[config.mk]
export PLATFORM = sky130hd
export DESIGN_NAME = pin_pulse_driver
export DESIGN_NICKNAME = d
export VERILOG_FILES = /design/src/rtl/pin_pulse_driver.sv
export SDC_FILE = /design/constraint.sdc
export NUM_CORES = 1
export LEC_CHECK = 0
export BUFFER_PORTS_ARGS = -buffer_cell sky130_fd_sc_hd__buf_2
export CORE_MARGIN = 2
export CORE_UTILIZATION = 55
export DETAILED_ROUTE_END_ITERATION = 10
export MAX_ROUTING_LAYER = met4
export PLACE_DENSITY = 0.74
export SLEW_MARGIN = 5
export SYNTH_ARGS = -nofsm -noshare
export SYNTH_HDL_FRONTEND = slang
export SYNTH_SLANG_ARGS = --single-unit
[constraint.sdc]
create_clock -name clk -period 2.6 [get_ports clk]
set_input_delay 0.52 -clock clk [delete_from_list [all_inputs] [get_ports clk]]
set_output_delay 0.52 -clock clk [all_outputs]
set_load 0.02 [all_outputs]
[src/rtl/pin_pulse_driver.sv]
// pin_pulse_driver: turns single-cycle trigger strobes into timed pin pulses followed by a fixed low gap,
// queueing extra requests in a saturating counter. Define PIN_INVERT_EN for an active-low pin.
module pin_pulse_driver #(
  parameter int unsigned SYSCLOCK_FREQ = 100_000_000,
  parameter int unsigned HIGH_PERIOD   = SYSCLOCK_FREQ / 200,
  parameter int unsigned GAP_PERIOD    = SYSCLOCK_FREQ / 200,
  parameter int unsigned PEND_W        = 4
) (
  input  logic              clk,
  input  logic              resetn,
  input  logic              trigger,
  output logic              pin,
  output logic              busy,
  output logic [PEND_W-1:0] pending,
  output logic              overflow
);

  typedef enum logic [1:0] {
    S_IDLE = 2'd0,
    S_HIGH = 2'd1,
    S_GAP  = 2'd2
  } state_t;

  localparam logic [31:0]       HIGH_LOAD = 32'(HIGH_PERIOD);
  localparam logic [31:0]       GAP_LOAD  = 32'(GAP_PERIOD);
  localparam logic [PEND_W-1:0] PEND_MAX  = {PEND_W{1'b1}};
  localparam logic [PEND_W-1:0] PEND_ONE  = PEND_W'(1);

`ifdef PIN_INVERT_EN
  localparam logic PIN_IDLE = 1'b1;
`else
  localparam logic PIN_IDLE = 1'b0;
`endif
  localparam logic PIN_ACTIVE = ~PIN_IDLE;

  generate
    if (HIGH_PERIOD < 1) begin : g_bad_high
      $error("pin_pulse_driver: HIGH_PERIOD must be >= 1");
    end
    if (GAP_PERIOD < 1) begin : g_bad_gap
      $error("pin_pulse_driver: GAP_PERIOD must be >= 1");
    end
    if (PEND_W < 1) begin : g_bad_pend
      $error("pin_pulse_driver: PEND_W must be >= 1");
    end
  endgenerate

  state_t            state_q;
  logic [31:0]       cnt_q;
  logic              pin_q;
  logic              busy_q;
  logic [PEND_W-1:0] pending_q;
  logic              overflow_q;

  // A request arriving while busy either queues or, when the queue is full, is dropped.
  logic              pend_full;
  logic [PEND_W-1:0] pend_enq_d;
  logic              drop_d;
  logic              cnt_last;

  always_comb begin
    pend_full  = (pending_q == PEND_MAX);
    drop_d     = trigger & pend_full;
    pend_enq_d = pending_q;
    if (trigger && !pend_full) begin
      pend_enq_d = pending_q + PEND_ONE;
    end
    cnt_last = (cnt_q == 32'd1);
  end

  always_ff @(posedge clk or negedge resetn) begin
    if (!resetn) begin
      state_q    <= S_IDLE;
      cnt_q      <= 32'd0;
      pin_q      <= PIN_IDLE;
      busy_q     <= 1'b0;
      pending_q  <= '0;
      overflow_q <= 1'b0;
    end else begin
      overflow_q <= 1'b0;
      case (state_q)
        S_IDLE: begin
          if (trigger) begin
            state_q <= S_HIGH;
            pin_q   <= PIN_ACTIVE;
            busy_q  <= 1'b1;
            cnt_q   <= HIGH_LOAD;
          end
        end

        S_HIGH: begin
          pending_q  <= pend_enq_d;
          overflow_q <= drop_d;
          if (cnt_last) begin
            state_q <= S_GAP;
            pin_q   <= PIN_IDLE;
            cnt_q   <= GAP_LOAD;
          end else begin
            cnt_q <= cnt_q - 32'd1;
          end
        end

        S_GAP: begin
          if (cnt_last) begin
            // Exit edge: a same-edge trigger is served directly rather than queued.
            if ((pending_q != '0) || trigger) begin
              state_q <= S_HIGH;
              pin_q   <= PIN_ACTIVE;
              cnt_q   <= HIGH_LOAD;
              if ((pending_q != '0) && !trigger) begin
                pending_q <= pending_q - PEND_ONE;
              end
            end else begin
              state_q <= S_IDLE;
              busy_q  <= 1'b0;
              cnt_q   <= 32'd0;
            end
          end else begin
            cnt_q      <= cnt_q - 32'd1;
            pending_q  <= pend_enq_d;
            overflow_q <= drop_d;
          end
        end

        default: begin
          state_q <= S_IDLE;
          pin_q   <= PIN_IDLE;
          busy_q  <= 1'b0;
          cnt_q   <= 32'd0;
        end
      endcase
    end
  end

  assign pin      = pin_q;
  assign busy     = busy_q;
  assign pending  = pending_q;
  assign overflow = overflow_q;

endmodule

==> impl_results.md, run 1 <==
* Max-Cap Viols at 0
* Max Clock Freq at 388 MHz
* Overall power at 1.48 mW
* Vias per inst at 5.95
* Largest net degree at the start of global routing at 42
* Reg-to-reg endpoint: pending[1]$_DFFE_PN0P_
* Unique cell type count in the Yosys netlist at 56
* CTS Sinks at 41
* CP cell instances: inv_2 > ha_4 > or4b_4 > or4_4 > nor3_4 > buf_6 > a211o_1 > o21ai_1 > nor3_2
* DRT antenna net count at 0
* Min cycle time layout at 2.58 ns
* Final Hold Viols at 0
* CTS Buf Count at 5
* Design internal power at 1.02 mW
* Tightest Pin Transition at 0.886 ns
* CP Capture Point: pending[1]$_DFFE_PN0P_
* Worst-case clock skew at 0.00560 ns
* Final setup violation count at 0
* Clk buf depth at 2
* Final Cycle Share at 0.992
* CTS tree: done
* Power Dens Cells at 533 nW/um^2
* Sum Neg Setup Slack at 0 ns
* Sw Pwr at 0.452 mW
* Ys async rst share at 1.00
* Hold_buf cts at 0
* Final instance area at 2770 um^2
* Initial drt markers at 122
* Clk pwr share at 0.283
* Hold crit path type: primary input to async pin
* Die H at 70.2 um
* Routed via count at 1999
* Top Ports at 10
* R2r setup slk at 0.02 ns
* First-pass GRT wire length at 8.87 mm
* Seq pwr share at 0.481
* Outcome: finished clean
* YS warnings at 0
* Dpl hpwl at 3.72 mm
* Slew Limit Fails at 0
* Residual DRC at 0
* Die area at 4920 um^2
* CP Launch Point: cnt_q[1]$_DFFE_PN0P_
* Routed WL at 5.29 mm
* Register area share after synthesis at 0.426
* Placed insts at 326
* Slew Limit Headroom at 0.409
* Ys flop type: dfrtp_1
* Nets at 296
* Initial Utilization at 0.561
* Crit Path Category: flip-flop to flip-flop
* CP Launch Type: flip-flop
* Placed cell areas at 2600 um^2
* Syn Area/Cell at 9.40 um^2
* Nature of the critical path endpoint: flip-flop
* Leakage power at 1.20 nW
* Clock latency on the worst-skew pair at 0.29 ns
* Root Buffer: clkbuf_8
* Chip Width at 70.2 um
* Worst Path Arrival at 2.78 ns
* FP Rows at 24
* Antenna diodes at 0
* Hold_ws at 0.353 ns
* 1st-pass router iterations at 4
* Fin cells at 336
* Clock Pin Slew Worst Setup and Hold Paths at 0.08 ns
* R2R depth at 9
* Crit path max-delay cell type: or4_4
* Synthesized cell area at 2410 um^2
* EDFF count, synth at 0
* Initial antenna violation count at 0
* Unrepaired setup endpoints after global routing: true
* Reg2reg start: cnt_q[1]$_DFFE_PN0P_
* Grt total ovfl at 0
* Gpl congestion at 0.897
* H-tree levels at 2
* Required @ worst endpoint at 2.80 ns
* Share of layout cells above drive strength 1 at 0.197
* Crit-path max cell delay at 0.54 ns
* Syn Nets at 268
* Post-Syn Instances at 256
* Drt wl/cell at 15.7 um
* Crit path max fanout at 6
* Number of port buffers at 9
* Synthesis-to-layout area growth at 15.0%
* Comb power frac at 0.236
* Fill count at 361
* Commonest non-fill, non-tap cells in the layout: nor2_1 (40), dfrtp_1 (40), buf_4 (16)
* Vias in the first global route at 1935
* Core Region at 4290 um^2
* VDD IR-drop max at 0.000440 V
* GRT Util Overall at 0.233
* Net Sw Frac at 0.306
* Flip-flop and latch count after synthesis at 41
state kept, by name, summed over array words and instances, names as in the netlist:
| name | cells |
|---|---|
| state_q | 2 |
| pin | 1 |
| cnt_q | 32 |
| busy | 1 |
| overflow | 1 |
| pending | 4 |
Yosys cell counts, types with 8 or more instances:
library cell	n	area share
nor4_1	9	0.023
dfrtp_1	41	0.43
a21oi_1	9	0.019
o21ai_0	9	0.019
nor2_1	40	0.062
nor3_1	13	0.027
ha_1	9	0.047
xnor2_1	13	0.047
inv_1	11	0.017
nand2_1	13	0.020
nand3_1	8	0.017
xor2_1	11	0.040
layer usage:
metal | vias up | track usage | share of wire
li1 | 975 | - | -
met1 | 964 | 0.310 | 0.47
met2 | 47 | 0.350 | 0.47
met3 | 13 | 0.0404 | 0.035
met4 | 0 | 0.107 | 0.026
met5 | - | - | 0
area by class of cell:
cell class              count  area, um^2  area share
multi-input cells         196        1340       0.484
flip-flops and latches     41        1030       0.371
repair buffers             29         210      0.0759
clock buffers               7        86.3      0.0312
well taps                  52        65.1      0.0235
inverters                  11        41.3      0.0149
stage by stage:
stage | utilization | setup WS [ns]
3_5_place_dp | 0.605 | -0.00406
4_1_cts | 0.627 | 0.0146
6_report | 0.645 | 0.0211
5_1_grt | 0.645 | -0.0870
3_3_place_gp | 0.605 | 0.0760
2_1_floorplan | - | 0.00851
power groups by stage:
stage                     Clock (mW)  Combinational, mW  Sequential (mW)
after floorplan                    0              0.146            0.773
after global placement             0              0.309            0.721
after detailed placement           0              0.320            0.719
after CTS                      0.429              0.320            0.708
after global routing           0.452              0.386            0.715
final                          0.418              0.349            0.710
logic make-up after synthesis:
group / synth area share
xor gates and xnor gates: 0.0873
adders and majority gates: 0.0468
muxes: 0.00416
and+or+nand+nor: 0.251
AOI/OAI and AO/OA: 0.149
DFF: 0.426
buffers and inverters: 0.0364
how the worst min path moves through the flow:
stage	startpoint	end	slack, ns
floorplan	resetn	busy$_DFFE_PN0P_	0.22
global route	resetn	cnt_q[17]$_DFFE_PN0P_	0.45
CTS	resetn	cnt_q[6]$_DFFE_PN0P_	0.39
detailed placement	cnt_q[17]$_DFFE_PN0P_	cnt_q[17]$_DFFE_PN0P_	0.49
global placement	cnt_q[17]$_DFFE_PN0P_	cnt_q[17]$_DFFE_PN0P_	0.48
finish	resetn	cnt_q[9]$_DFFE_PN0P_	0.35
worst max-delay path, delay by kind of cell (launching register included):
family                     cells  cell delay (ns)
adders and majority gates      1             0.11
buffers and inverters          2             0.25
AOI/OAI and AO/OA              2             0.26
and+or+nand+nor                4             1.49
DFF                            1             0.39
what timing repair did:
action | CTS | global route
cloned | 0 | 1
resized for setup | 0 | 18
setup endpoints to repair | 8 | 32
buffers inserted | 1 | 1
pin swaps | 3 | 9
No activity file was read; power rests on OpenSTA's default activity.
==> inputs of run 2 (changes only) <==
--- a/config.mk
+++ b/config.mk
@@ -5,12 +5,15 @@
 export SDC_FILE = /design/constraint.sdc
 export NUM_CORES = 1
 export LEC_CHECK = 0
+export ABC_CLOCK_PERIOD_IN_PS = 2600
 export BUFFER_PORTS_ARGS = -buffer_cell sky130_fd_sc_hd__buf_2
+export CELL_PAD_IN_SITES_DETAIL_PLACEMENT = 2
+export CELL_PAD_IN_SITES_GLOBAL_PLACEMENT = 2
 export CORE_MARGIN = 2
-export CORE_UTILIZATION = 55
+export CORE_UTILIZATION = 35
 export DETAILED_ROUTE_END_ITERATION = 10
 export MAX_ROUTING_LAYER = met4
-export PLACE_DENSITY = 0.74
+export PLACE_DENSITY = 0.73
 export SLEW_MARGIN = 5
 export SYNTH_ARGS = -nofsm -noshare
 export SYNTH_HDL_FRONTEND = slang
==> impl_results.md, run 2 (synthesis gave the netlist of run 1 again) <==
* DRT antenna net count at 0 (unchanged)
* Gpl congestion at 0.748 (-17%)
* CTS tree: done
* Core Region at 6720 um^2 (+56%)
* CTS Sinks at 41 (unchanged)
* Outcome: finished clean
* Hold crit path type: primary input to async pin
* Initial antenna violation count at 0 (unchanged)
* Initial Utilization at 0.358 (-0.202)
* CP cell instances: inv_2 > ha_4 > or4b_4 > or4_4 > nor3_4 > buf_6 > buf_6 > nand4_1 > o21ai_1 > xor2_1
* Synthesis-to-layout area growth at 20.5%
* Final Cycle Share at 0.983 (-0.00934)
* CP Launch Type: flip-flop
* Chip Width at 86.9 um (+24%)
* Crit path max fanout at 5 (-1)
* Grt total ovfl at 0 (unchanged)
* Commonest non-fill, non-tap cell in the layout: dfrtp_1
* Max Clock Freq at 391 MHz (+0.95%)
* Root Buffer: clkbuf_8
* Hold_ws at 0.145 ns (-0.208 ns)
* Largest register FFs at 32 (unchanged)
* DP Worst Slack at -0.100 ns (-0.0961 ns)
* Antenna diodes at 0 (unchanged)
* H-tree levels at 2 (unchanged)
* Routed WL at 6.75 mm (+28%)
* Final setup violation count at 0 (unchanged)
* Worst-case clock skew at 0.00893 ns (+0.00332 ns)
* 1st-pass router iterations at 4 (unchanged)
* Die H at 86.9 um (+24%)
* Required @ worst endpoint at 2.83 ns (+0.03 ns)
* Residual DRC at 0 (unchanged)
* Nets at 309 (+4.4%)
* Nature of the critical path endpoint: flip-flop
* Largest net degree at the start of global routing at 25 (-40%)
* Final Hold Viols at 0 (unchanged)
* Crit-path max cell delay at 0.54 ns (about the same)
* Post-route setup slack at 0.0454 ns (+0.0243 ns)
* Placed cell areas at 2710 um^2 (+4.1%)
* Routed via count at 2077 (+3.9%)
* VDD IR-drop max at 0.000371 V (-16%)
* Max-Cap Viols at 0 (unchanged)
* Min cycle time layout at 2.55 ns (-0.0243 ns)
* Clk buf depth at 2 (unchanged)
* FP Rows at 30 (+25%)
* Worst Path Arrival at 2.78 ns (about the same)
* Power Dens Cells at 520 nW/um^2 (-2.5%)
* GRT Util Overall at 0.209 (-0.0237)
* Clock latency on the worst-skew pair at 0.31 ns (+0.02 ns)
* Slew Limit Fails at 0 (unchanged)
* Largest Register: cnt_q
* First-pass GRT wire length at 11.8 mm (+34%)
* Slew Limit Headroom at 0.695 (+0.286)
* Number of port buffers at 9 (unchanged)
* Top Ports at 10 (unchanged)
* Final instance area at 2900 um^2 (+4.8%)
* Crit Path Category: flip-flop to flip-flop
* Vias in the first global route at 2314 (+20%)
* Initial drt markers at 63 (-48%)
* Share of layout cells above drive strength 1 at 0.235 (+0.0377)
* Crit path max-delay cell type: or4_4
* Dpl hpwl at 4.96 mm (+33%)
* Clock Pin Slew Worst Setup and Hold Paths at 0.09 ns (about the same)
* Crit path top cell by count: buf_6
* Hold_buf cts at 0 (unchanged)
* Die area at 7560 um^2 (+54%)
* Vias per inst at 5.49 (-7.6%)
* Commonest non-fill, non-tap cells in the layout: dfrtp_1 (41), nor2_1 (40), buf_4 (30)
* Tightest Pin Transition at 0.457 ns (-0.429 ns)
* Sum Neg Setup Slack at 0 ns (unchanged)
* Leakage power at 1.25 nW (+4.7%)
* Drt wl/cell at 17.9 um (+13%)
* CTS Buf Count at 5 (unchanged)
* Unrepaired setup endpoints after global routing: true
-- run 2: worst max-delay path, delay by kind of cell (launching register included) --
family / cells / cell delay (ns)
buf+inv: 3 / 0.33
fa+ha+maj: 1 / 0.12
simple gates: 4 / 1.32
flops: 1 / 0.40
xor+xnor: 1 / 0.16
compound gates: 1 / 0.15
-- run 2: final cells by class --
type                       count  area [um^2]
clock buffer                   6         72.6
clock inverter                 2         10.0
fill                         746         3820
inverter                      11         41.3
multi-input combinational    196         1340
sequential                    41         1030
tap                           80          100
timing repair buffer          42          313
-- run 2: what timing repair did --
action,CTS,global route
gates resized for setup,4,12
buffers inserted,3,5
pin swaps,4,7
endpoints found under the setup margin,33,34
-- run 2: path summary, 6_finish.rpt --
path	to	cells past startpoint	slack, ns	startpoint
max	pending[2]$_DFFE_PN0P_	10	0.05	cnt_q[1]$_DFFE_PN0P_
min	cnt_q[6]$_DFFE_PN0P_	1	0.15	resetn
max in group asynchronous	cnt_q[28]$_DFFE_PN0P_	2	1.77	resetn
max reg2reg	pending[2]$_DFFE_PN0P_	10	0.05	cnt_q[1]$_DFFE_PN0P_
min reg2reg	cnt_q[17]$_DFFE_PN0P_	1	0.51	cnt_q[17]$_DFFE_PN0P_
min in group clk	cnt_q[17]$_DFFE_PN0P_	1	0.51	cnt_q[17]$_DFFE_PN0P_
-- run 2: where the power goes --
group	total (mW)	internal (mW)	switching [mW]
registers	0.711	0.673	0.0383
clock network	0.427	0.187	0.241
logic	0.371	0.146	0.225
-- run 2: per-layer routing --
metal / global-route usage / up-vias / part of all wire
li1: - / 999 / -
met4: 0.0483 / 0 / 0.015
met2: 0.343 / 26 / 0.49
met1: 0.267 / 1040 / 0.47
met3: 0.0427 / 12 / 0.027
met5: - / - / 0
-- run 2: per-stage QoR --
stage               power [mW]   util  std cells
finish                    1.51  0.432        378
global route              1.60  0.432        378
CTS                       1.51  0.420        373
detailed placement        1.06  0.403        362
global placement          1.05  0.403        362
floorplan                0.919      -        256
==> inputs of run 3 (changes only) <==
--- a/config.mk
+++ b/config.mk
@@ -5,15 +5,17 @@
 export SDC_FILE = /design/constraint.sdc
 export NUM_CORES = 1
 export LEC_CHECK = 0
+export ABC_AREA = 1
 export ABC_CLOCK_PERIOD_IN_PS = 2600
 export BUFFER_PORTS_ARGS = -buffer_cell sky130_fd_sc_hd__buf_2
 export CELL_PAD_IN_SITES_DETAIL_PLACEMENT = 2
 export CELL_PAD_IN_SITES_GLOBAL_PLACEMENT = 2
 export CORE_MARGIN = 2
-export CORE_UTILIZATION = 35
+export CORE_UTILIZATION = 33
+export CTS_BUF_LIST = sky130_fd_sc_hd__clkbuf_8
 export DETAILED_ROUTE_END_ITERATION = 10
 export MAX_ROUTING_LAYER = met4
-export PLACE_DENSITY = 0.73
+export PLACE_DENSITY = 0.77
 export SLEW_MARGIN = 5
 export SYNTH_ARGS = -nofsm -noshare
 export SYNTH_HDL_FRONTEND = slang
==> impl_results.md, run 3 <==
* Commonest non-fill, non-tap cell in the layout: nand2_1
* Clk buf depth at 2 (unchanged)
* Routed via count at 2592 (+25%)
* Slew Limit Headroom at 0.565 (-0.130)
* Nature of the critical path endpoint: flip-flop
* Leading cell types by count after synthesis: nand2_1 (116), nor2_1 (85), dfrtp_1 (41), inv_1 (36), nand3_1 (32)
* Largest Register: cnt_q
* YS warnings at 0 (unchanged)
* Seq pwr share at 0.296 (-0.175)
* Antenna diodes at 0 (unchanged)
* Top-count cell post-synth: nand2_1
* GRT Util Overall at 0.215 (+0.00596)
* Crit path max fanout at 6 (+1)
* Design internal power at 1.82 mW (+81%)
* Tightest Pin Transition at 0.650 ns (+0.193 ns)
* Root Buffer: clkbuf_8
* Crit Path Category: flip-flop to flip-flop
* Die H at 94.5 um (+8.7%)
* Power Dens Cells at 1220 nW/um^2 (+130%)
* Fill count at 1016 (+36%)
* Net Sw Frac at 0.505 (+0.171)
* Required @ worst endpoint at 2.79 ns (-0.04 ns)
* 1st-pass router iterations at 4 (unchanged)
* Placed cell areas at 2900 um^2 (+7.0%)
* Gpl congestion at 0.845 (+13%)
* Number of port buffers at 9 (unchanged)
* Top Usage Layer GRT: met2
* Core Region at 8090 um^2 (+20%)
* Largest register FFs at 32 (unchanged)
* Top Ports at 10 (unchanged)
* Syn Nets at 408 (+52%)
* Clk pwr share at 0.150 (-0.133)
* Nets at 425 (+38%)
* Max Clock Freq at 437 MHz (+12%)
* First-pass GRT wire length at 14.4 mm (+21%)
* Routed WL at 8.54 mm (+27%)
* Unrepaired setup endpoints after global routing: false
* Residual DRC at 0 (unchanged)
* Leakage power at 1.54 nW (+23%)
* FF/Latch Area at 1030 um^2 (unchanged)
* Hold_ws at 0.183 ns (+0.0381 ns)
* Sum Neg Setup Slack at 0 ns (unchanged)
* Hold_buf cts at 0 (unchanged)
* VDD IR-drop max at 0.000471 V (+27%)
* Final setup violation count at 0 (unchanged)
* Initial drt markers at 83 (+32%)
* Crit-path max cell delay at 0.44 ns (-0.10 ns)
* Post-synth top area share at 0.379 (-0.0467)
* Unique cell type count in the Yosys netlist at 29 (-48%)
* Final instance area at 3010 um^2 (+3.8%)
* Comb power frac at 0.553 (+0.307)
* Crit path max-delay cell type: dfrtp_1
* Max-Cap Viols at 0 (unchanged)
* Hold crit path type: primary input to async pin
* Overall power at 3.67 mW (+140%)
* Crit path top cell by count: nand2_1
* Register area share after synthesis at 0.379 (-0.0467)
* Post-Syn Instances at 396 (+55%)
* Post-cts sizing count at 0 (-4)
* FP Rows at 33 (+10%)
* Vias in the first global route at 2820 (+22%)
* Worst Path Arrival at 2.48 ns (-0.30 ns)
* Largest net degree at the start of global routing at 24 (-4.0%)
* Leading area contributor after synthesis: dfrtp_1
* DRT antenna net count at 0 (unchanged)
* EDFF count, synth at 0 (unchanged)
* Clock Pin Slew Worst Setup and Hold Paths at 0.09 ns (about the same)
* Die area at 8930 um^2 (+18%)
* Flip-flop and latch count after synthesis at 41 (unchanged)
* CTS Sinks at 41 (unchanged)
* Ys flop type: dfrtp_1
* Area of the multi-input gates at 1510 um^2 (+13%)
* Share of layout cells above drive strength 1 at 0.0990 (-0.136)
* CP Launch Type: flip-flop
* Final Cycle Share at 0.880 (-0.102)
* Synthesis-to-layout area growth at 11.4%
* Slew Limit Fails at 0 (unchanged)
* CP cell instances: inv_1 > ha_1 > nand2_2 > nand2_1 > nor2_1 > nand2_1 > nor2_1 > nand2_1 > and2_1 > o21ai_1 > inv_1
* Chip Width at 94.5 um (+8.7%)
* Drt wl/cell at 16.5 um (-7.9%)
* Grt total ovfl at 0 (unchanged)
* Vias per inst at 4.99 (-9.1%)
* Met3 Usage GRT at 0.0279 (-0.0147)
* Postcts setup bufs at 0 (-3)
* Met2 Resource Use GR at 0.364 (+0.0215)
* Area contributors post-synth: dfrtp_1 (38%), nand2_1 (16%), nor2_1 (12%)
* Sw Pwr at 1.86 mW (+270%)
* Commonest non-fill, non-tap cells in the layout: nand2_1 (116), nor2_1 (85), dfrtp_1 (41)
* Ys async rst share at 1.00 (unchanged)
* Initial Utilization at 0.334 (-0.0242)
* Outcome: finished clean
* Final Hold Viols at 0 (unchanged)
* Dpl hpwl at 6.68 mm (+35%)
* H-tree levels at 2 (unchanged)
* M1 GR Usage at 0.273 (+0.00677)
* CTS Buf Count at 5 (unchanged)
* Clock latency on the worst-skew pair at 0.30 ns (about the same)
* Min cycle time layout at 2.29 ns (-0.266 ns)
* Initial antenna violation count at 0 (unchanged)
* Syn Area/Cell at 6.83 um^2 (-27%)
* CTS tree: done
* Synthesized cell area at 2700 um^2 (+12%)
* Worst-case clock skew at 0.00645 ns (-0.00248 ns)
run 3: changes by cell type in the layout (fill, tap and decap cells not counted), sizes merged, moves of 5 or more:
| cell | delta |
|---|---|
| nor2 | +52 |
| a21oi | -5 |
| buf | -28 |
| nand3 | +24 |
| inv | +28 |
| nand2 | +106 |
| nor3 | -11 |
| or3 | -5 |
| or4 | -5 |
| xnor2 | -6 |
| nor4 | -8 |
run 3: stage by stage:
step / utilization / worst slack (ns) / cells
2_1_floorplan: - / 0.856 / 396
3_3_place_gp: 0.358 / 0.480 / 511
3_5_place_dp: 0.358 / 0.338 / 511
4_1_cts: 0.372 / 0.288 / 519
5_1_grt: 0.372 / 0.0904 / 519
6_report: 0.372 / 0.311 / 519
run 3: cell type report:
class                           count  area share
Timing Repair Buffer               14      0.0274
Sequential cell                    41       0.341
Inverter                           38      0.0474
Clock buffer                        6      0.0274
Multi-Input combinational cell    313       0.502
Clock inverter                      2      0.0112
Tap cell                          105      0.0436
run 3: path summary, 6_finish.rpt:
path / start / to / slack [ns] / cells past startpoint
setup / recovery: state_q[0]$_DFFE_PN0P_ / cnt_q[24]$_DFFE_PN0P_ / 0.31 / 11
hold / removal: resetn / cnt_q[19]$_DFFE_PN0P_ / 0.18 / 2
setup reg to reg: state_q[0]$_DFFE_PN0P_ / cnt_q[24]$_DFFE_PN0P_ / 0.31 / 11
hold reg to reg: pin$_DFFE_PN0P_ / pin$_DFFE_PN0P_ / 0.49 / 2
max in group asynchronous: resetn / cnt_q[5]$_DFFE_PN0P_ / 2.13 / 2
min in group clk: trigger / overflow$_DFF_PN0_ / 0.49 / 3
run 3: cells by family (layout without fill, tap and decap cells):
group                      after synthesis  in the layout  synth area share
AOI/OAI and AO/OA                       23             23            0.0504
xor gates and xnor gates                18             18            0.0583
adders and majority gates                9              9            0.0416
buffers and inverters                   42             60            0.0611
DFF                                     41             41             0.379
and+or+nand+nor                        263            263             0.409
run 3: power by group through the flow:
stage               registers (mW)  logic (mW)  clock network (mW)
floorplan                     1.09        1.42                   0
global placement              1.09        1.98                   0
detailed placement            1.10        2.06                   0
CTS                           1.09        2.07               0.578
global route                  1.12        2.34               0.591
finish                        1.09        2.03               0.552
run 3: worst max-delay path: cells and delay by family, from the launching register on:
kind            cells  cell delay, ns
compound gates      1            0.12
fa+ha+maj           1            0.26
buf+inv             2            0.15
flops               1            0.44
simple gates        7            1.23
run 3: per-layer routing:
metal,up-vias,wire (um)
met1,1289,4150
met2,21,4110
met3,10,160
met4,0,118
met5,-,0
li1,1272,-
